[config.mk]
export PLATFORM = sky130hd
export DESIGN_NAME = controlador_sincronia
export DESIGN_NICKNAME = d
export VERILOG_FILES = /design/src/rtl/vga_timing_pkg.sv /design/src/rtl/contador_fase.sv /design/src/rtl/controlador_sincronia.sv
export SDC_FILE = /design/constraint.sdc
export NUM_CORES = 1
export LEC_CHECK = 0
export CORE_MARGIN = 3
export CORE_UTILIZATION = 51
export CTS_BUF_LIST = sky130_fd_sc_hd__clkbuf_8
export CTS_CLUSTER_DIAMETER = 60
export DETAILED_ROUTE_END_ITERATION = 6
export PLACE_DENSITY = 0.78
export SLEW_MARGIN = 20
export SYNTH_ARGS = -nofsm -noshare
export SYNTH_HDL_FRONTEND = slang
export SYNTH_SLANG_ARGS = --single-unit
[constraint.sdc]
create_clock -name Clk -period 2.3 [get_ports Clk]
set_input_delay 0.23 -clock Clk [delete_from_list [all_inputs] [get_ports Clk]]
set_output_delay 0.23 -clock Clk [all_outputs]
set_load 0.005 [all_outputs]
[src/rtl/vga_timing_pkg.sv]
// Shared raster timing constants and FSM state types for the
// 640x480@60 Hz sync controller.
package vga_timing_pkg;

    localparam int unsigned CNT_W = 10;
    localparam int unsigned DIV_W = 4;

    localparam int unsigned DEF_DIV    = 2;
    localparam int unsigned DEF_H_VIS  = 640;
    localparam int unsigned DEF_H_FP   = 16;
    localparam int unsigned DEF_H_SYNC = 96;
    localparam int unsigned DEF_H_BP   = 48;
    localparam int unsigned DEF_V_VIS  = 480;
    localparam int unsigned DEF_V_FP   = 10;
    localparam int unsigned DEF_V_SYNC = 2;
    localparam int unsigned DEF_V_BP   = 33;

    localparam int unsigned H_TOTAL      = DEF_H_VIS + DEF_H_FP + DEF_H_SYNC + DEF_H_BP;
    localparam int unsigned H_SYNC_START = DEF_H_VIS + DEF_H_FP;
    localparam int unsigned H_SYNC_END   = H_SYNC_START + DEF_H_SYNC - 1;
    localparam int unsigned V_TOTAL      = DEF_V_VIS + DEF_V_FP + DEF_V_SYNC + DEF_V_BP;
    localparam int unsigned V_SYNC_START = DEF_V_VIS + DEF_V_FP;
    localparam int unsigned V_SYNC_END   = V_SYNC_START + DEF_V_SYNC - 1;

    typedef enum logic [1:0] {
        SEG_VIS,
        SEG_FP,
        SEG_SYNC,
        SEG_BP
    } seg_e;

    typedef enum logic [1:0] {
        H_VISIBLE,
        H_FRONT,
        H_SYNCP,
        H_BACK
    } h_state_e;

    typedef enum logic [1:0] {
        V_VISIBLE,
        V_FRONT,
        V_SYNCP,
        V_BACK
    } v_state_e;

endpackage

[src/rtl/contador_fase.sv]
// Segment counter: counts 0..total-1 on each advance and tracks
// which of the four raster segments the count is in.
module contador_fase
    import vga_timing_pkg::*;
#(
    parameter int unsigned LEN_VIS  = DEF_H_VIS,
    parameter int unsigned LEN_FP   = DEF_H_FP,
    parameter int unsigned LEN_SYNC = DEF_H_SYNC,
    parameter int unsigned LEN_BP   = DEF_H_BP
) (
    input  logic             clk_i,
    input  logic             rst_i,
    input  logic             adv_i,
    output logic [CNT_W-1:0] count_o,
    output seg_e             phase_d_o,
    output logic             wrap_o
);

    localparam logic [CNT_W-1:0] FP_AT   = CNT_W'(LEN_VIS);
    localparam logic [CNT_W-1:0] SYNC_AT = CNT_W'(LEN_VIS + LEN_FP);
    localparam logic [CNT_W-1:0] BP_AT   = CNT_W'(LEN_VIS + LEN_FP + LEN_SYNC);
    localparam logic [CNT_W-1:0] LAST    = CNT_W'(LEN_VIS + LEN_FP + LEN_SYNC + LEN_BP - 1);

    logic [CNT_W-1:0] count_q, count_d;
    seg_e             phase_q, phase_d;
    logic             wrap;

    // next count and segment; wrap is an explicit compare against the total
    always_comb begin
        count_d = count_q;
        phase_d = phase_q;
        wrap    = 1'b0;
        if (adv_i) begin
            if (count_q == LAST) begin
                count_d = '0;
                wrap    = 1'b1;
            end else begin
                count_d = count_q + CNT_W'(1);
            end
            unique case (phase_q)
                SEG_VIS:  if (count_d == FP_AT)   phase_d = SEG_FP;
                SEG_FP:   if (count_d == SYNC_AT) phase_d = SEG_SYNC;
                SEG_SYNC: if (count_d == BP_AT)   phase_d = SEG_BP;
                SEG_BP:   if (wrap)               phase_d = SEG_VIS;
                default:  phase_d = SEG_VIS;
            endcase
        end
    end

    // count and segment state registers
    always_ff @(posedge clk_i) begin
        if (rst_i) begin
            count_q <= '0;
            phase_q <= SEG_VIS;
        end else begin
            count_q <= count_d;
            phase_q <= phase_d;
        end
    end

    assign count_o   = count_q;
    assign phase_d_o = phase_d;
    assign wrap_o    = wrap;

endmodule

[src/rtl/controlador_sincronia.sv]
// Raster sync controller: pixel-rate tick divider, horizontal and
// vertical segment counters, registered sync/visible decodes.
module controlador_sincronia
    import vga_timing_pkg::*;
#(
    parameter int unsigned DIV    = DEF_DIV,
    parameter int unsigned H_VIS  = DEF_H_VIS,
    parameter int unsigned H_FP   = DEF_H_FP,
    parameter int unsigned H_SYNC = DEF_H_SYNC,
    parameter int unsigned H_BP   = DEF_H_BP,
    parameter int unsigned V_VIS  = DEF_V_VIS,
    parameter int unsigned V_FP   = DEF_V_FP,
    parameter int unsigned V_SYNC = DEF_V_SYNC,
    parameter int unsigned V_BP   = DEF_V_BP
) (
    input  logic             Clk,
    input  logic             reset,
    input  logic             enable,
    output logic             pixel_tick,
    output logic [CNT_W-1:0] pixel_x,
    output logic [CNT_W-1:0] pixel_y,
    output logic             hsync,
    output logic             vsync,
    output logic             video_on,
    output logic             frame_start
);

    localparam logic [DIV_W-1:0] DIV_LAST = DIV_W'(DIV - 1);

    logic [DIV_W-1:0] div_q, div_d;
    logic             tick_q;
    logic             hsync_q, vsync_q, video_on_q, frame_start_q;
    logic             adv, line_end, v_wrap;
    seg_e             h_phase_d, v_phase_d;
    h_state_e         h_nxt;
    v_state_e         v_nxt;

    // counters move only on a tick that the enable lets through
    assign adv = tick_q & enable;

    contador_fase #(
        .LEN_VIS  (H_VIS),
        .LEN_FP   (H_FP),
        .LEN_SYNC (H_SYNC),
        .LEN_BP   (H_BP)
    ) u_h (
        .clk_i     (Clk),
        .rst_i     (reset),
        .adv_i     (adv),
        .count_o   (pixel_x),
        .phase_d_o (h_phase_d),
        .wrap_o    (line_end)
    );

    contador_fase #(
        .LEN_VIS  (V_VIS),
        .LEN_FP   (V_FP),
        .LEN_SYNC (V_SYNC),
        .LEN_BP   (V_BP)
    ) u_v (
        .clk_i     (Clk),
        .rst_i     (reset),
        .adv_i     (line_end),
        .count_o   (pixel_y),
        .phase_d_o (v_phase_d),
        .wrap_o    (v_wrap)
    );

    assign h_nxt = h_state_e'(h_phase_d);
    assign v_nxt = v_state_e'(v_phase_d);

    // divider wraps at DIV-1; with DIV=1 it stays at 0
    always_comb begin
        div_d = div_q + DIV_W'(1);
        if (div_q == DIV_LAST) div_d = '0;
    end

    // divider and output registers; decodes use next-state counter phases
    always_ff @(posedge Clk) begin
        if (reset) begin
            div_q         <= '0;
            tick_q        <= 1'b0;
            hsync_q       <= 1'b1;
            vsync_q       <= 1'b1;
            video_on_q    <= 1'b0;
            frame_start_q <= 1'b0;
        end else if (enable) begin
            div_q         <= div_d;
            tick_q        <= (div_q == DIV_LAST);
            hsync_q       <= (h_nxt != H_SYNCP);
            vsync_q       <= (v_nxt != V_SYNCP);
            video_on_q    <= (h_nxt == H_VISIBLE) && (v_nxt == V_VISIBLE);
            frame_start_q <= line_end & v_wrap;
        end
    end

    assign pixel_tick  = tick_q;
    assign hsync       = hsync_q;
    assign vsync       = vsync_q;
    assign video_on    = video_on_q;
    assign frame_start = frame_start_q;

endmodule

* Word level (Yosys, flattened, before mapping)
Index checks and enable logic that the tools add are counted.
** Storage, ports and cells
- Register bits after elaboration :: 33
** Cells by class
- $add $sub $neg :: 3
- Equality and inequality tests :: 17
- Bitwise gates (word level) :: 2
- Reductions and logical operators :: 5
- Mux-type cells :: 23
** Operators by type and width (number)
- 10-bit == test (second input constant) :: 5
- 10-bit 2-to-1 mux :: 4
- 10-bit by 9-bit == test with 1-bit output (second input constant) :: 3
- 10-bit by 1-bit adder with 10-bit output (second input constant) :: 2
- 2-bit 2-to-1 mux :: 10
- 2-bit one-hot mux with 4 select lines :: 2
- 2-bit == test (second input constant) :: 4
- 2-bit logical NOT :: 4
- 1-bit 2-to-1 mux :: 6
- 4-bit by 1-bit adder with 4-bit output (second input constant) :: 1
- 2-bit by 1-bit == test with 1-bit output (second input constant) :: 2
- 4-bit by 1-bit == test with 1-bit output (second input constant) :: 1
- 4-bit 2-to-1 mux :: 1
- 2-bit inequality test (second input constant) :: 2
- 1-bit bitwise AND :: 2
- 1-bit logical AND :: 1

* Longest topological paths before layout
- Depth after elaboration :: 11
- Depth in mapped cells :: 11
- Depth with buffers taken out :: 9

* Hierarchy
From an unflattened synthesis, not the netlist that was laid out.
** Unflattened totals
- Cell total of the unflattened synthesis :: 280
- Area total of the unflattened synthesis :: 2302.2 um^2
** By module, submodules not included
- contador_fase (u_h) :: area an instance 1027.2 um^2, instances 1, cells an instance 122, seq. area each 240.2 um^2
- contador_fase (u_v) :: area an instance 912.1 um^2, instances 1, cells an instance 118, seq. area each 240.2 um^2
- controlador_sincronia :: area an instance 362.8 um^2, instances 1, cells an instance 40, seq. area each 180.2 um^2

* Worst setup path after synthesis
OpenSTA, ideal clock, no wires.
- Path kind :: flip-flop to flip-flop
- From :: reg u_h.count_q[0], in the netlist u_h.count_o[0]
- To :: reg video_on_q, in the netlist video_on
- Data required time :: 2.184 ns
- Library setup time :: 0.116 ns
- Stages on the path, launching flop included :: 11
- Buffers on the path :: 2
- Slack :: 0.051 ns
- Arrival :: 2.134 ns
- Cell sequence :: dfxtp_1 -> ha_1 -> and4_1 -> buf_4 -> and3_1 -> buf_6 -> nand2_4 -> nor4_4 -> nor4b_4 -> a21oi_2 -> a31o_1
** On the way
- Word-level cells in the longest chain between the ends :: 9
** RTL lines
- from (decl) :: line contador_fase.sv:24 : logic [CNT_W-1:0] count_q, count_d;
- from (signal assigned) :: line contador_fase.sv:56 : count_q <= count_d;
- 10-bit by 1-bit adder with 10-bit output / 10-bit == test (equally long branches) :: line contador_fase.sv:38, contador_fase.sv:34
- 10-bit 2-to-1 mux :: line contador_fase.sv:34 : if (count_q == LAST) begin
- 10-bit 2-to-1 mux :: line contador_fase.sv:33 : if (adv_i) begin
- 10-bit == test (on tied branches) :: line contador_fase.sv:43, contador_fase.sv:41, contador_fase.sv:42
- 2-bit 2-to-1 mux (on tied branches) :: line contador_fase.sv:43, contador_fase.sv:41, contador_fase.sv:42
- 2-bit one-hot mux with 4 select lines :: line contador_fase.sv:40 : unique case (phase_q)
- 2-bit 2-to-1 mux :: line contador_fase.sv:33
- 2-bit logical NOT :: line controlador_sincronia.sv:92 : video_on_q <= (h_nxt == H_VISIBLE) && (v_nxt == V_VISIBLE);
- 1-bit logical AND * :: line controlador_sincronia.sv:92
- to (signal assigned) :: line controlador_sincronia.sv:92
- to (decl) :: line controlador_sincronia.sv:32 : logic hsync_q, vsync_q, video_on_q, frame_start_q;
Every way passes the cells marked *; elsewhere a longest branch is shown, timed or not. The select of a mux whose other input is x is not followed.
A chain may end at the register's enable or synchronous reset.

* Worst setup path in the final report
Ends and elaborated chain as after synthesis.

==> impl_results.md <==
- Status: completed
- Vias in the first global route: between 1.5k and 2k
- Slew @ Worst Pin: 0.4396 ns
- R2r setup slk: roughly 0.17 ns
- Post-CTS sizing: 0
- Cell count after synthesis: 261
- Synth-to-layout area growth: 23.04%
- Final HPWL DP: about 3500 microns
- Initial antenna violation count: 0
- Fin nets: 302
- Largest stage delay on the critical path: approximately 0.35 ns
- Layout Skew: around 0.0042 ns
- DRT antenna net count: 0
- Row cnt: 22
- Final Critical Period: roughly 2.1 ns
- Final Hold Fails: 0
- Top_reg_cell synth: dfxtp_1
- Die Span Y: roughly 69 microns
- Starting Density: a little over half
- DRC Markers: 0
- Slew headroom: between 70% and 80%
- Pwr per Cell Area: 408.0 mW/mm^2
- CTS Root Cell: clkbuf_8
- Final WL: ~4700 microns
- Area leader, netlist: dfxtp_1
- # H-tree levels: 2
- Congestion Overflow GR: 0
- Max_cap viols: 0
- YS warnings: 0
- Seq/Total Area, Yosys: between 30% and 40%
- Largest net degree at the start of global routing: 20
- Port bufs: 27
- Num Clock Sinks: 33
- Final core utilization: about two thirds
- Hold Crit Class: register to register
- Fin crit share: 92.80%
- Post-CTS Setup Inserts: 0
- Final setup margin: approximately 0.17 ns
- Commonest non-fill, non-tap cell in the layout: nor2_1
- Mean post-synth cell area: slightly below 8 sq um
- Overall power: 1.025 mW
- Async S/R FF share, synth: 0%
- Clk buf depth: 2
- CP Class: register to register
- Critical Path RT: about 2.5 ns
- RSZ-0062 raised after global routing: false
- Cell Chain, Critical Path: ha_1 > and4_2 > and3_2 > nand2_4 > nor4_4 > a32o_1 > nor2_1 > a31o_1
- Netlist cell types: 56
- TritonRoute pass-1 iters: 4
- CTS tree: yes
- Critical path peak fanout: 7
- Detailed Route Iter0 Violations: around 140
- Clock Latency Late Sink: 0.29 ns
- Peak supply drop: 0.3256 mV
- Final setup violation count: 0
- Most frequent cells in the layout: nor2_1 (32), dfxtp_1 (31), clkdlybuf4s50_1 (27)
- TritonCTS Buffers: 5
- Diode count: 0
- GPL Wtd Cong: roughly 0.9
- Area of the core: ~0.0038 sq mm
- Hold Buf Count CTS: 0
- Tot GR Track Use: 20.13%
- Ports: 28
- Wire per inst: roughly 14 microns
- Mapped Area: roughly 0.0020 sq mm
- CP max stage cell: nor4_4
- EDFF count, synth: 0
- Yosys top cell area share: approximately a third
- Place WS: about 0.046 ns
- Fmax: between 400 and 500 MHz
- Die area: 0.004799 sq mm
- #FFs+latches synth: 33
- Static leakage: about 0.9 nW
- Fin. max-slew vios: 0
- Startpoint types: register
- Syn_nets: about 270
- Global-route wire length before repair: 8031 microns
- Vias per cell: around 5.7
- CTS clk-pin slew, worst paths: roughly 0.060 ns
- Top cells by area, synth: dfxtp_1 (32%), nor2_1 (5.9%), a21oi_1 (5.6%)
- Layout cells sized above 1: around 14%
- Die width: approximately 70 microns
- Crit end category: register
- Vias: between 1.5k and 2k
- Worst EP arrival: 2.32 ns
- Setup tns final: 0 ns
[logic make-up after synthesis]
group / count (synthesis) / synth area share, %
buffers and inverters: 28 / 6.802
AOI/OAI and AO/OA: 61 / 19.24
xor gates and xnor gates: 12 / 5.147
adders and majority gates: 4 / 2.451
and+or+nand+nor: 122 / 33.52
muxes: 1 / 0.4902
DFF: 33 / 32.35
[through the flow]
step | hold WS [ns] | cell area (sq um) | instances
2_1_floorplan | 0.4618 | 2042 | 261
3_3_place_gp | 0.5053 | 2421 | 336
3_5_place_dp | 0.4619 | 2421 | 336
4_1_cts | 0.4745 | 2495 | 342
5_1_grt | 0.5233 | 2512 | 342
6_report | 0.4720 | 2512 | 342
[worst paths after layout]
check / from / end / cells past startpoint
min: frame_start / frame_start / 2
min reg2reg: frame_start / frame_start / 2
max: u_h.count_o[0] / video_on / 8
max reg2reg: u_h.count_o[0] / video_on / 8
[worst max-delay path: cells and delay by family, from the launching register on]
kind / cells / cell delay, ns
flops: 1 / 0.34
fa+ha+maj: 1 / 0.17
compound gates: 2 / 0.47
simple gates: 5 / 1.05
[registers in the layout, summed over array words and instances, names as in the netlist]
signal	cells
u_v.phase_q	2
video_on	1
u_h.count_o	10
u_h.phase_q	2
pixel_tick	1
frame_start	1
vsync	1
div_q	4
hsync	1
u_v.count_o	10
[report_power, final]
group | leakage [nW] | total, mW | internal (mW) | switching (mW)
Combinational | 0.594 | 0.0459 | 0.0202 | 0.0257
Sequential | 0.268 | 0.580 | 0.576 | 0.00389
Clock | 0.0399 | 0.399 | 0.199 | 0.200
[cell type report]
class | instances | area, sq um
Sequential cell | 33 | 663.1
Inverter | 6 | 22.52
Tap cell | 48 | 60.06
Clock buffer | 5 | 68.82
Clock inverter | 1 | 5.005
Multi-Input combinational cell | 200 | 1257
Timing Repair Buffer | 49 | 435.4
Fill cell | 320 | 1259
[routing by layer]
metal	track usage [%]	part of all wire (%)	vias to the layer above	wire length [microns]
met5	0	0	-	0
met4	8.894	1.7	0	80
met3	4.928	4.0	8	186
met2	30.93	43	37	2033
met1	26.60	51	907	2400
li1	-	-	1005	-
[Yosys cell counts, drive strengths merged, types with 2 or more instances]
cell type,number
xnor2,4
ha,4
nand2,18
dfxtp,33
or4,2
and3,4
nor2,32
nor4,6
o31ai,2
xor2,8
nor3b,4
a2bb2oi,2
or3,3
a31oi,5
inv,6
nand3,10
o21ai,10
and4,2
and2,3
a31o,2
a21boi,2
and3b,2
nor3,11
nor2b,6
nand2b,3
buf,12
nand4,9
clkbuf,10
nand4b,3
a21oi,25
Power figures use the tool's default switching activity.
